## src/rtl/axi_line_master.sv

```systemverilog
// Cache-line AXI4 master: turns one line refill or write-back request
// into a single 8-beat INCR burst and reports completion to the core.
module axi_line_master #(
  parameter int ADDR_WIDTH     = 64,
  parameter int LINE_WIDTH     = 512,
  parameter int AXI_DATA_WIDTH = 64
) (
  input  logic                        clk,
  input  logic                        arstn,
  input  logic                        i_start_read,
  input  logic                        i_start_write,
  input  logic [ADDR_WIDTH-1:0]       i_addr,
  input  logic [LINE_WIDTH-1:0]       i_data_write,
  output logic [LINE_WIDTH-1:0]       o_data_read,
  output logic                        o_read_last,
  output logic                        o_b_resp,
  output logic                        o_error,
  output logic [ADDR_WIDTH-1:0]       o_awaddr,
  output logic [7:0]                  o_awlen,
  output logic [2:0]                  o_awsize,
  output logic [1:0]                  o_awburst,
  output logic                        o_awvalid,
  input  logic                        i_awready,
  output logic [AXI_DATA_WIDTH-1:0]   o_wdata,
  output logic [AXI_DATA_WIDTH/8-1:0] o_wstrb,
  output logic                        o_wlast,
  output logic                        o_wvalid,
  input  logic                        i_wready,
  input  logic [1:0]                  i_bresp,
  input  logic                        i_bvalid,
  output logic                        o_bready,
  output logic [ADDR_WIDTH-1:0]       o_araddr,
  output logic [7:0]                  o_arlen,
  output logic [2:0]                  o_arsize,
  output logic [1:0]                  o_arburst,
  output logic                        o_arvalid,
  input  logic                        i_arready,
  input  logic [AXI_DATA_WIDTH-1:0]   i_rdata,
  input  logic [1:0]                  i_rresp,
  input  logic                        i_rlast,
  input  logic                        i_rvalid,
  output logic                        o_rready
);

  localparam int BEATS = LINE_WIDTH / AXI_DATA_WIDTH;
  localparam int CNT_W = $clog2(BEATS);
  localparam logic [CNT_W-1:0] LAST_BEAT = CNT_W'(BEATS - 1);
  localparam logic [ADDR_WIDTH-1:0] ADDR_MASK = ~ADDR_WIDTH'(63);

  typedef enum logic [2:0] {IDLE, WRITE, WR_RESP, RD_ADDR, RD_DATA, DONE} state_t;

  state_t                  state_q, state_d;
  logic [ADDR_WIDTH-1:0]   addr_q, addr_d;
  logic [LINE_WIDTH-1:0]   wbuf_q, wbuf_d;
  logic [LINE_WIDTH-1:0]   rline_q, rline_d;
  logic [CNT_W-1:0]        w_cnt_q, w_cnt_d;
  logic [CNT_W-1:0]        r_cnt_q, r_cnt_d;
  logic                    aw_done_q, aw_done_d;
  logic                    w_done_q, w_done_d;
  logic                    err_q, err_d;
  logic                    kind_rd_q, kind_rd_d;
  logic                    aw_hs, w_hs, r_hs;

  // Constant burst attributes and state-decoded handshake signals
  assign o_awaddr    = addr_q;
  assign o_araddr    = addr_q;
  assign o_awlen     = 8'(BEATS - 1);
  assign o_arlen     = 8'(BEATS - 1);
  assign o_awsize    = 3'd3;
  assign o_arsize    = 3'd3;
  assign o_awburst   = 2'b01;
  assign o_arburst   = 2'b01;
  assign o_wstrb     = '1;
  assign o_awvalid   = (state_q == WRITE) && !aw_done_q;
  assign o_wvalid    = (state_q == WRITE) && !w_done_q;
  assign o_wlast     = (w_cnt_q == LAST_BEAT);
  assign o_bready    = (state_q == WR_RESP);
  assign o_arvalid   = (state_q == RD_ADDR);
  assign o_rready    = (state_q == RD_DATA);
  assign o_read_last = (state_q == DONE) && kind_rd_q;
  assign o_b_resp    = (state_q == DONE) && !kind_rd_q;
  assign o_error     = (state_q == DONE) && err_q;
  assign o_data_read = rline_q;
  assign aw_hs       = o_awvalid && i_awready;
  assign w_hs        = o_wvalid && i_wready;
  assign r_hs        = o_rready && i_rvalid;

  // Select the write-buffer beat addressed by the W counter
  always_comb begin
    o_wdata = '0;
    for (int k = 0; k < BEATS; k++) begin
      if (w_cnt_q == CNT_W'(k)) o_wdata = wbuf_q[k*AXI_DATA_WIDTH +: AXI_DATA_WIDTH];
    end
  end

  // Next-state, capture and counter logic for the burst sequencer
  always_comb begin
    state_d   = state_q;
    addr_d    = addr_q;
    wbuf_d    = wbuf_q;
    rline_d   = rline_q;
    w_cnt_d   = w_cnt_q;
    r_cnt_d   = r_cnt_q;
    aw_done_d = aw_done_q;
    w_done_d  = w_done_q;
    err_d     = err_q;
    kind_rd_d = kind_rd_q;
    unique case (state_q)
      IDLE: begin
        if (i_start_write) begin
          addr_d  = i_addr & ADDR_MASK;
          wbuf_d  = i_data_write;
          state_d = WRITE;
        end else if (i_start_read) begin
          addr_d  = i_addr & ADDR_MASK;
          state_d = RD_ADDR;
        end
      end
      WRITE: begin
        if (aw_hs) aw_done_d = 1'b1;
        if (w_hs) begin
          w_cnt_d = w_cnt_q + 1'b1;
          if (w_cnt_q == LAST_BEAT) w_done_d = 1'b1;
        end
        if ((aw_done_q || aw_hs) && (w_done_q || (w_hs && w_cnt_q == LAST_BEAT))) begin
          state_d = WR_RESP;
        end
      end
      WR_RESP: begin
        if (i_bvalid) begin
          if (i_bresp != 2'b00) err_d = 1'b1;
          kind_rd_d = 1'b0;
          state_d   = DONE;
        end
      end
      RD_ADDR: begin
        if (i_arready) state_d = RD_DATA;
      end
      RD_DATA: begin
        if (r_hs) begin
          for (int k = 0; k < BEATS; k++) begin
            if (r_cnt_q == CNT_W'(k)) rline_d[k*AXI_DATA_WIDTH +: AXI_DATA_WIDTH] = i_rdata;
          end
          if ((i_rresp != 2'b00) || (i_rlast != (r_cnt_q == LAST_BEAT))) err_d = 1'b1;
          r_cnt_d = r_cnt_q + 1'b1;
          if (r_cnt_q == LAST_BEAT) begin
            kind_rd_d = 1'b1;
            state_d   = DONE;
          end
        end
      end
      DONE: begin
        err_d     = 1'b0;
        w_cnt_d   = '0;
        r_cnt_d   = '0;
        aw_done_d = 1'b0;
        w_done_d  = 1'b0;
        state_d   = IDLE;
      end
      default: state_d = IDLE;
    endcase
  end

  // State and datapath registers, cleared asynchronously
  always_ff @(posedge clk or negedge arstn) begin
    if (!arstn) begin
      state_q   <= IDLE;
      addr_q    <= '0;
      wbuf_q    <= '0;
      rline_q   <= '0;
      w_cnt_q   <= '0;
      r_cnt_q   <= '0;
      aw_done_q <= 1'b0;
      w_done_q  <= 1'b0;
      err_q     <= 1'b0;
      kind_rd_q <= 1'b0;
    end else begin
      state_q   <= state_d;
      addr_q    <= addr_d;
      wbuf_q    <= wbuf_d;
      rline_q   <= rline_d;
      w_cnt_q   <= w_cnt_d;
      r_cnt_q   <= r_cnt_d;
      aw_done_q <= aw_done_d;
      w_done_q  <= w_done_d;
      err_q     <= err_d;
      kind_rd_q <= kind_rd_d;
    end
  end

endmodule
```

## config.mk

```make
export PLATFORM = sky130hd
export DESIGN_NAME = axi_line_master
export DESIGN_NICKNAME = d
export VERILOG_FILES = /design/src/rtl/axi_line_master.sv
export SDC_FILE = /design/constraint.sdc
export NUM_CORES = 1
export LEC_CHECK = 0
export BUFFER_PORTS_ARGS = -buffer_cell sky130_fd_sc_hd__buf_4
export CORE_AREA = 5 5 535 537
export DETAILED_ROUTE_END_ITERATION = 10
export DIE_AREA = 0 0 540 542
export REMOVE_ABC_BUFFERS = 1
export SLEW_MARGIN = 20
export SYNTH_ARGS = -nofsm -noshare
export SYNTH_HDL_FRONTEND = slang
export SYNTH_SLANG_ARGS = --single-unit
```

## constraint.sdc

```tcl
create_clock -name clk -period 5.4 [get_ports clk]
set_input_delay 0.27 -clock clk [delete_from_list [all_inputs] [get_ports clk]]
set_output_delay 0.27 -clock clk [all_outputs]
set_load 0.03 [all_outputs]
```

### After elaboration in Yosys (flattened, before gate mapping)

Index checks and enable logic that the tools add are counted.

* output and inout port bits: 747
* word-level logic and storage cells: 129
* bits of input ports: 654
* register bits: 1101

* multiplexer cells: 36
* add/sub/neg operators: 2
* equal/unequal tests: 31
* reduce and logical (&&, ||, !) cells: 43

Operator list (count)
* $mux W64: 10
* $eq A3 B3 Y1 const B: 10
* $mux W3: 9
* $reduce_and A3 Y1: 9
* $eq A3 B2 Y1 const B: 6
* $pmux W3 S5: 1
* $ne A2 B1 Y1 const B: 6
* $pmux W3 S2: 2
* $reduce_bool A2 Y1: 6
* $logic_and A1 B1 Y1: 10
* $mux W1: 10
* $reduce_and A2 Y1: 5
* $eq A3 B1 Y1 const B: 3
* $logic_not A3 Y1: 3
* $ne A2 B2 Y1 const B: 4
* $add A3 B1 Y3 const B: 2
* $pmux W1 S2: 3
* $reduce_and A6 Y1: 1
* $reduce_and A5 Y1: 1
* $reduce_and A4 Y1: 1
* $logic_not A1 Y1: 3
* $logic_or A1 B1 Y1: 3
* $ne A3 B3 Y1 const B: 1
* $pmux W1 S3: 1
* other kinds (2): 2

### Logic depth before layout (Yosys ltp)

Gate-level depths: netlist of the first run.

* depth in word-level cells: 9
* mapped depth: 10
* depth with buffers taken out: 6

### Worst setup path before layout of the first run

No wires, ideal clock.

* path type: reg2out
* start: register w_cnt_q[2]
* end: output port o_wdata[54]
* buffers on the path: 4
* required time: 5.130 ns
* cell stages (with the launch flop): 11
* arrival time: 2.828 ns
* path slack: 2.302 ns
* cells stage by stage: dfrtp_1 > inv_1 > clkbuf_1 > clkbuf_1 > ha_1 > or2_2 > buf_2 > clkbuf_1 > a221oi_1 > o22ai_1 > a221oi_1

* longest elaborated chain between the ends: 9
* elaborated cells on any way between the ends: 16
* classes of those cells: eq/ne (7); mux (8); reduce/logical (1)

Ends and longest elaborated chain
* from (decl): RTL line 56 `logic [CNT_W-1:0] w_cnt_q, w_cnt_d;`
* from (signal assigned): RTL line 182 `w_cnt_q <= w_cnt_d;`
* $logic_not A3 Y1: RTL line 92 `if (w_cnt_q == CNT_W'(k)) o_wdata = wbuf_q[k*AXI_DATA_WIDTH +: AXI_DATA_WIDTH];`
* $mux W64 (7 in a row): RTL line 92
* $mux W64 (*): RTL line 92
* to (decl): RTL line 24 `output logic [AXI_DATA_WIDTH-1:0] o_wdata,`

Mark *: on every way between the ends. The rest lies on a longest branch, timed or not.

### Final worst setup path of the first run

* start: register w_cnt_q[2]
* end: output port o_wdata[50]

Same word-level chain as after synthesis.

==> results.sh, run 1 <==
export IMPL_outcome="finished clean"
export IMPL_fin_area_um2=72100
export IMPL_grt_pass1_vias=41800
export IMPL_dieHeight_um=542
export IMPL_cts_hold_buf=644
export IMPL_via_per_inst=4.16
export IMPL_ir_worst_vdd_uv=409
export IMPL_syn_avg_cell_area_um2=12.4
export IMPL_crit_family="compound AO/OA/AOI/OAI gates"
export IMPL_placedCellCount=8628
export IMPL_netlist_top_cells_area="dfrtp_1, mux2_2, mux2_4"
export IMPL_cts_root_buf="clkbuf_16"
export IMPL_cp_depth=8
export IMPL_start_util_pct=16.8
export IMPL_synth_top_cells_by_count="dfrtp_1, mux2_2, nand2_1, inv_1, a21oi_1"
export IMPL_rrSetupSlack_ns=1.98
export IMPL_grt_max_degree=187
export IMPL_die_x_um=540
export IMPL_ctsResizeCount=0
export IMPL_slew_viol_final=0
export IMPL_seq_area_um2=27400
export IMPL_cts_setup_buffers=0
export IMPL_cts_sinks=1095
export IMPL_route_detailed_drc=0
export IMPL_yosys_register_bits=1095
export IMPL_clkTransAtPathRegs_ns=0.06
export IMPL_p_int_w=0.0231
export IMPL_synth_top_area_share_pct=57.9
export IMPL_insertion_delay_ns=0.78
export IMPL_h_tree_depth=4
export IMPL_cpPeakStageDelay_ns=0.86
export IMPL_grt_overflow_total=0
export IMPL_worstSetupEndpointType="primary output"
export IMPL_seqPwrFrac_pct=31.7
export IMPL_pwr_share_comb_pct=45.4
export IMPL_path_class="reg2out"
export IMPL_ys_types=45
export IMPL_post_dp_hpwl_mm=179
export IMPL_powerDensity_nw_per_um2=557
export IMPL_gp_congestion=0.892
export IMPL_rsz0062_at_grt="false"
export IMPL_syn_area_um2=47300
export IMPL_yosysMostFrequentCell="dfrtp_1"
export IMPL_area_growth_pct=52.3
export IMPL_swShare_pct=42.4
export IMPL_num_vias=39800
export IMPL_dpl_cell_area_um2=61100
export IMPL_final_cells=9560
export IMPL_io_pins=1401
export IMPL_reg2reg_from="state_q[2]$_DFFE_PN0P_"
export IMPL_max_cap_violations=0
export IMPL_p_clk_share_pct=23.0
export IMPL_cts_buffer_depth=4
export IMPL_dr_pass1_iters=6
export IMPL_critPathBufInv=3
export IMPL_port_buffers=1348
export IMPL_antenna_left=0
export IMPL_grt_usage_pct=15.6
export IMPL_wirelength_mm=241
export IMPL_cp_required_ns=5.13
export IMPL_drt_iter0_markers=3017
export IMPL_synthCells=3800
export IMPL_setup_tns_final_ns=0
export IMPL_die_area_um2=293000
export IMPL_multiInputGateArea_um2=17300
export IMPL_crit_path_cell_trace="inv_6 -> ha_4 -> or2_4 -> buf_4 -> a221oi_1 -> o22ai_1 -> a221oi_1 -> buf_4"
export IMPL_synth_edf_count=0
export IMPL_hp_class="in2async"
export IMPL_antenna_found_initial=107
export IMPL_finalCritPeriodShare_pct=87.9
export IMPL_arrival_ns=4.48
export IMPL_synthArstFlopShare_pct=100
export IMPL_yosys_area_top_type="dfrtp_1"
export IMPL_yosysSeqAreaShare_pct=57.9
export IMPL_setup_viol=0
export IMPL_p_switching_w=0.0170
export IMPL_power_leakage_nw=33.9
export IMPL_startpoint_type="register"
export IMPL_grt_pass1_wl_mm=329
export IMPL_skew_ns=0.0630
export IMPL_finalHoldViolations=0
export IMPL_slowest_stage="a221oi_1"
export IMPL_yosys_warnings=0
export IMPL_fin_crit_ns=4.75
export IMPL_fin_nets=6333
export IMPL_path_max_fanout=37
export IMPL_cts_tree="done"
export IMPL_timing_slew_headroom_pct=21.3
export IMPL_worstReg2RegEnd="o_data_read[76]$_DFFE_PN0P_"
export IMPL_routedWlPerCell_um=25.2
export IMPL_worstMarginPinSlew_ns=1.18
export IMPL_drive_gt1_share_pct=43.4
export IMPL_cts_buffers=136
export IMPL_r2r_cells=5
export IMPL_fmax_mhz=211
export IMPL_ys_flop_type="dfrtp_1"
export IMPL_coreArea_um2=281000
export IMPL_fillers=29100
export IMPL_rows=195
==> registers in the layout (all words and copies together), names as in the netlist <==
name and flops:
o_data_read 512, wbuf_q 512, o_araddr 58, r_cnt_q 3, state_q 3, w_cnt_q 3, aw_done_q 1, err_q 1
kind_rd_q 1, w_done_q 1
==> power groups by stage <==
stage / Sequential (W) / Combinational, W / Clock [W]
finish: 0.0127 / 0.0182 / 0.00921
global placement: 0.0127 / 0.0178 / 0
CTS: 0.0126 / 0.0185 / 0.00950
detailed placement: 0.0127 / 0.0180 / 0
floorplan: 0.0141 / 0.00782 / 0
global route: 0.0130 / 0.0195 / 0.00978
==> per-layer routing <==
metal / vias to the layer above / track usage (%) / wire length (um)
met4: 56 / 8.70 / 14700
met3: 598 / 4.88 / 21400
met5: - / 0 / 336
li1: 16800 / - / -
met1: 20200 / 18.7 / 94700
met2: 2089 / 24.8 / 110000
==> worst register-to-register path, delay by kind of cell (launching register included) <==
family / cells / cell delay, ns
simple gates: 3 / 1.63
buf+inv: 1 / 0.52
mux: 1 / 0.46
flops: 1 / 0.65
==> worst max-delay path by stage <==
stage                                        to                    from  slack, ns
after global placement              o_wdata[16]  w_cnt_q[2]$_DFFE_PN0P_       0.58
after global routing                o_wdata[50]  w_cnt_q[2]$_DFFE_PN0P_       0.35
after CTS                           o_wdata[50]  w_cnt_q[2]$_DFFE_PN0P_       0.32
after detailed placement            o_wdata[50]  w_cnt_q[2]$_DFFE_PN0P_       1.23
final                               o_wdata[50]  w_cnt_q[2]$_DFFE_PN0P_       0.65
after floorplan           wbuf_q[0]$_DFFE_PN0P_  state_q[0]$_DFFE_PN0P_     -40.01
==> final cells by class <==
| cell class | instances | area share (%) |
|---|---|---|
| sequential | 1095 | 38.0 |
| multi-input combinational | 2176 | 24.0 |
| tap | 3743 | 6.50 |
| clock buffer | 190 | 5.37 |
| antenna | 50 | 0.174 |
| timing repair buffer | 2057 | 24.1 |
| clock inverter | 48 | 0.740 |
| inverter | 201 | 1.05 |
==> cells in the final DEF (no fill, tap or decap), types with 3 or more instances in the layout <==
master,netlist,routed
nor3b_1,5,4
o21ai_1,4,4
clkinv_4,0,5
dfrtp_1,1095,1095
nor2_1,137,137
o21ai_0,192,192
nor2b_1,4,4
diode_2,0,50
clkinv_8,0,3
dlygate4sd3_1,0,644
buf_4,132,1387
nand3b_1,64,64
ha_4,0,5
inv_6,0,7
mux2_2,740,740
bufinv_16,0,6
clkbuf_16,0,138
nand3_1,10,10
inv_1,201,200
ha_1,12,7
clkbuf_8,0,22
clkinv_2,0,20
a221oi_1,128,127
nor3_1,67,67
nand2_1,328,326
mux2_4,120,120
mux2_1,31,31
clkbuf_1,120,30
a21oi_1,196,196
conb_1,2,46
clkinvlp_4,0,5
o22ai_1,64,64
buf_12,0,24
==> kinds of logic after synthesis <==
logic type / count (synthesis) / share of synthesized area [%]
AOI/OAI and AO/OA: 592 / 7.49
xor gates and xnor gates: 2 / 0.0370
adders and majority gates: 12 / 0.317
buffers and inverters: 573 / 6.10
DFF: 1095 / 57.9
muxes: 891 / 22.2
other: 2 / 0.0159
and+or+nand+nor: 633 / 5.96
==> per-stage QoR <==
stage / worst slack (ns) / util, % / total power [W] / hold slack, ns
final: 0.653 / 25.6 / 0.0401 / 0.128
after global routing: 0.347 / 25.6 / 0.0422 / 0.139
after CTS: 0.319 / 25.6 / 0.0407 / 0.0565
after detailed placement: 1.23 / 21.7 / 0.0308 / 0.350
after global placement: 0.578 / 21.7 / 0.0305 / 0.351
after floorplan: -40.01 / - / 0.0219 / -0.0256
Note: power is estimated with default switching activity, not from simulation.
==> run 2, diff against run 1 <==
ABC_AREA = 1   (was unset)
CORE_AREA = 5 5 538 540   (was 5 5 535 537)
DIE_AREA = 0 0 543 545   (was 0 0 540 542)
GPL_ROUTABILITY_DRIVEN = 0   (was unset)
REMOVE_ABC_BUFFERS = unset   (was 1)
==> run 2 against run 1 <==
Compared with the run above:
- non-clock buffer count shrank 22
- power grew 14%
- sequential cell count unchanged
- count of clock-buffer cells in the layout grew 3
- clock skew down 0.026 ns
- hold slack got worse by 0.088 ns
- first-iteration DRC count decreased by 2.3%
- global-route usage decreased by 0.33 points
==> results.sh, run 2 <==
export IMPL_cts_buffers=139
export IMPL_grt_overflow_total=0
export IMPL_setup_viol=0
export IMPL_worstSetupEndpointType="primary output"
export IMPL_ys_types=27
export IMPL_grt_pass1_wl_mm=324
export IMPL_synthArstFlopShare_pct=100
export IMPL_antenna_left=0
export IMPL_netlist_top_cells_area="dfrtp_1, mux2_2, nand2_1"
export IMPL_fin_nets=7297
export IMPL_hp_class="in2reg"
export IMPL_cts_sinks=1095
export IMPL_die_area_um2=296000
export IMPL_dpl_cell_area_um2=61200
export IMPL_finalHoldViolations=0
export IMPL_port_buffers=1348
export IMPL_yosysMostFrequentCell="nand2_1"
export IMPL_final_common_cell="buf_4"
export IMPL_final_util_pct=25.4
export IMPL_synth_top_area_share_pct=57.4
export IMPL_num_vias=41300
export IMPL_grt_max_degree=154
export IMPL_path_max_fanout=24
export IMPL_wl_met2_mm=111
export IMPL_synth_edf_count=0
export IMPL_finalCritPeriodShare_pct=78.9
export IMPL_yosys_warnings=0
export IMPL_timing_slew_headroom_pct=10.1
export IMPL_wl_met3_mm=21.9
export IMPL_synth_top_cells_by_count="nand2_1, dfrtp_1, mux2_2, o21ai_0, inv_1"
export IMPL_power_leakage_nw=34.7
export IMPL_yosysSeqAreaShare_pct=57.4
export IMPL_die_x_um=543
export IMPL_area_growth_pct=50.9
export IMPL_insertion_delay_ns=0.80
export IMPL_mostFrequentLayoutCells="buf_4, nand2_1, dfrtp_1, dlygate4sd3_1, mux2_2"
export IMPL_cts_tree="done"
export IMPL_coreArea_um2=284000
export IMPL_cp_required_ns=5.13
export IMPL_drive_gt1_share_pct=33.1
export IMPL_outcome="finished clean"
export IMPL_syn_avg_cell_area_um2=9.95
export IMPL_fin_area_um2=72000
export IMPL_grt_pass1_vias=42200
export IMPL_cts_setup_buffers=0
export IMPL_post_dp_hpwl_mm=177
export IMPL_yosys_register_bits=1095
export IMPL_syn_area_um2=47700
export IMPL_fin_ws_ns=1.14
export IMPL_ys_flop_type="dfrtp_1"
export IMPL_cts_root_buf="clkbuf_16"
export IMPL_yosys_area_top_type="dfrtp_1"
export IMPL_rsz0062_at_grt="false"
export IMPL_powerDensity_nw_per_um2=632
export IMPL_topRoutingLayerUsed="met5"
export IMPL_skew_ns=0.0374
export IMPL_fmax_mhz=235
export IMPL_startpoint_type="register"
export IMPL_grt_usage_pct=15.3
export IMPL_dr_pass1_iters=5
export IMPL_max_cap_violations=0
export IMPL_io_pins=1401
export IMPL_drt_iter0_markers=2949
export IMPL_antenna_found_initial=43
export IMPL_route_detailed_drc=0
export IMPL_worstMarginPinSlew_ns=1.35
export IMPL_cts_buffer_depth=4
export IMPL_arrival_ns=3.99
export IMPL_ir_worst_vdd_uv=434
export IMPL_met1_length_mm=89.7
export IMPL_synthCells=4799
export IMPL_start_util_pct=16.8
export IMPL_h_tree_depth=4
export IMPL_routedWlPerCell_um=22.5
export IMPL_dieHeight_um=545
export IMPL_fin_crit_ns=4.26
export IMPL_worst_hold_slack_ns=0.0392
export IMPL_setup_tns_final_ns=0
export IMPL_path_class="reg2out"
export IMPL_pre_cts_slack_ns=1.88
export IMPL_clkTransAtPathRegs_ns=0.06
export IMPL_via_per_inst=3.92
export IMPL_wirelength_mm=237
export IMPL_slew_viol_final=0
export IMPL_rows=196
-- run 2: worst paths after layout --
kind | slack, ns | cells after the start | end | from
min in group asynchronous | 0.14 | 2 | o_data_read[511]$_DFFE_PN0P_ | arstn
min | 0.04 | 3 | o_data_read[287]$_DFFE_PN0P_ | i_rdata[31]
max | 1.14 | 14 | o_wdata[37] | w_cnt_q[0]$_DFFE_PN0P_
max reg2reg | 2.31 | 11 | err_q$_DFFE_PN0P_ | r_cnt_q[0]$_DFFE_PN0P_
max in group asynchronous | 3.68 | 4 | o_data_read[368]$_DFFE_PN0P_ | arstn
min reg2reg | 0.48 | 2 | o_data_read[379]$_DFFE_PN0P_ | o_data_read[379]$_DFFE_PN0P_
-- run 2: final cells by class --
cell class | instances | area (um2)
multi-input combinational | 3013 | 17000
timing repair buffer | 2035 | 17000
inverter | 347 | 1310
clock buffer | 193 | 3940
fill | 30300 | 212000
clock inverter | 52 | 528
antenna | 38 | 95.1
sequential | 1095 | 27400
tap | 3762 | 4710
-- run 2: cell families after synthesis --
kind of cell / Yosys count / share of synthesized area [%]
simple gates: 1795 / 14.6
flops: 1095 / 57.4
buf+inv: 735 / 7.69
compound gates: 591 / 6.54
mux: 569 / 13.4
fa+ha+maj: 12 / 0.315
other cells: 2 / 0.0157
-- run 2: critical path, cell delays in order (launching register included) --
cell and delay, ns:
dfrtp_1 0.42, inv_1 0.14, ha_1 0.24, inv_1 0.09, nor2_4 0.79, buf_4 0.45, nand3_1 0.11, nand2_1 0.22
nand2_1 0.24, nand2_1 0.12, nand2_1 0.06, nand2_1 0.05, nand2_1 0.05, nand2_1 0.06, buf_4 0.16
-- run 2: what timing repair did --
action                                 CTS  global route
hold buffers                           621             0
endpoints found under the hold margin  895             0
resized for setup                        0             0
-- run 2: through the flow --
stage          power (W)  cells
6_report          0.0455  10500
4_1_cts           0.0463  10500
3_5_place_dp      0.0362   9631
3_3_place_gp      0.0360   9631
5_1_grt           0.0482  10500
2_1_floorplan     0.0263   4843
-- run 2: where the power goes --
| part | total [W] | leakage [nW] | switching (W) | internal (W) |
|---|---|---|---|---|
| combinational | 0.0219 | 18.9 | 0.0140 | 0.00790 |
| clock | 0.00931 | 2.21 | 0.00395 | 0.00536 |
| sequential | 0.0143 | 13.5 | 0.00238 | 0.0119 |
-- run 2: layer usage --
metal	up-vias	GRT usage, %
met5	-	0
met4	4	8.11
met3	401	5.21
met2	1723	25.4
met1	20200	17.3
li1	18900	-
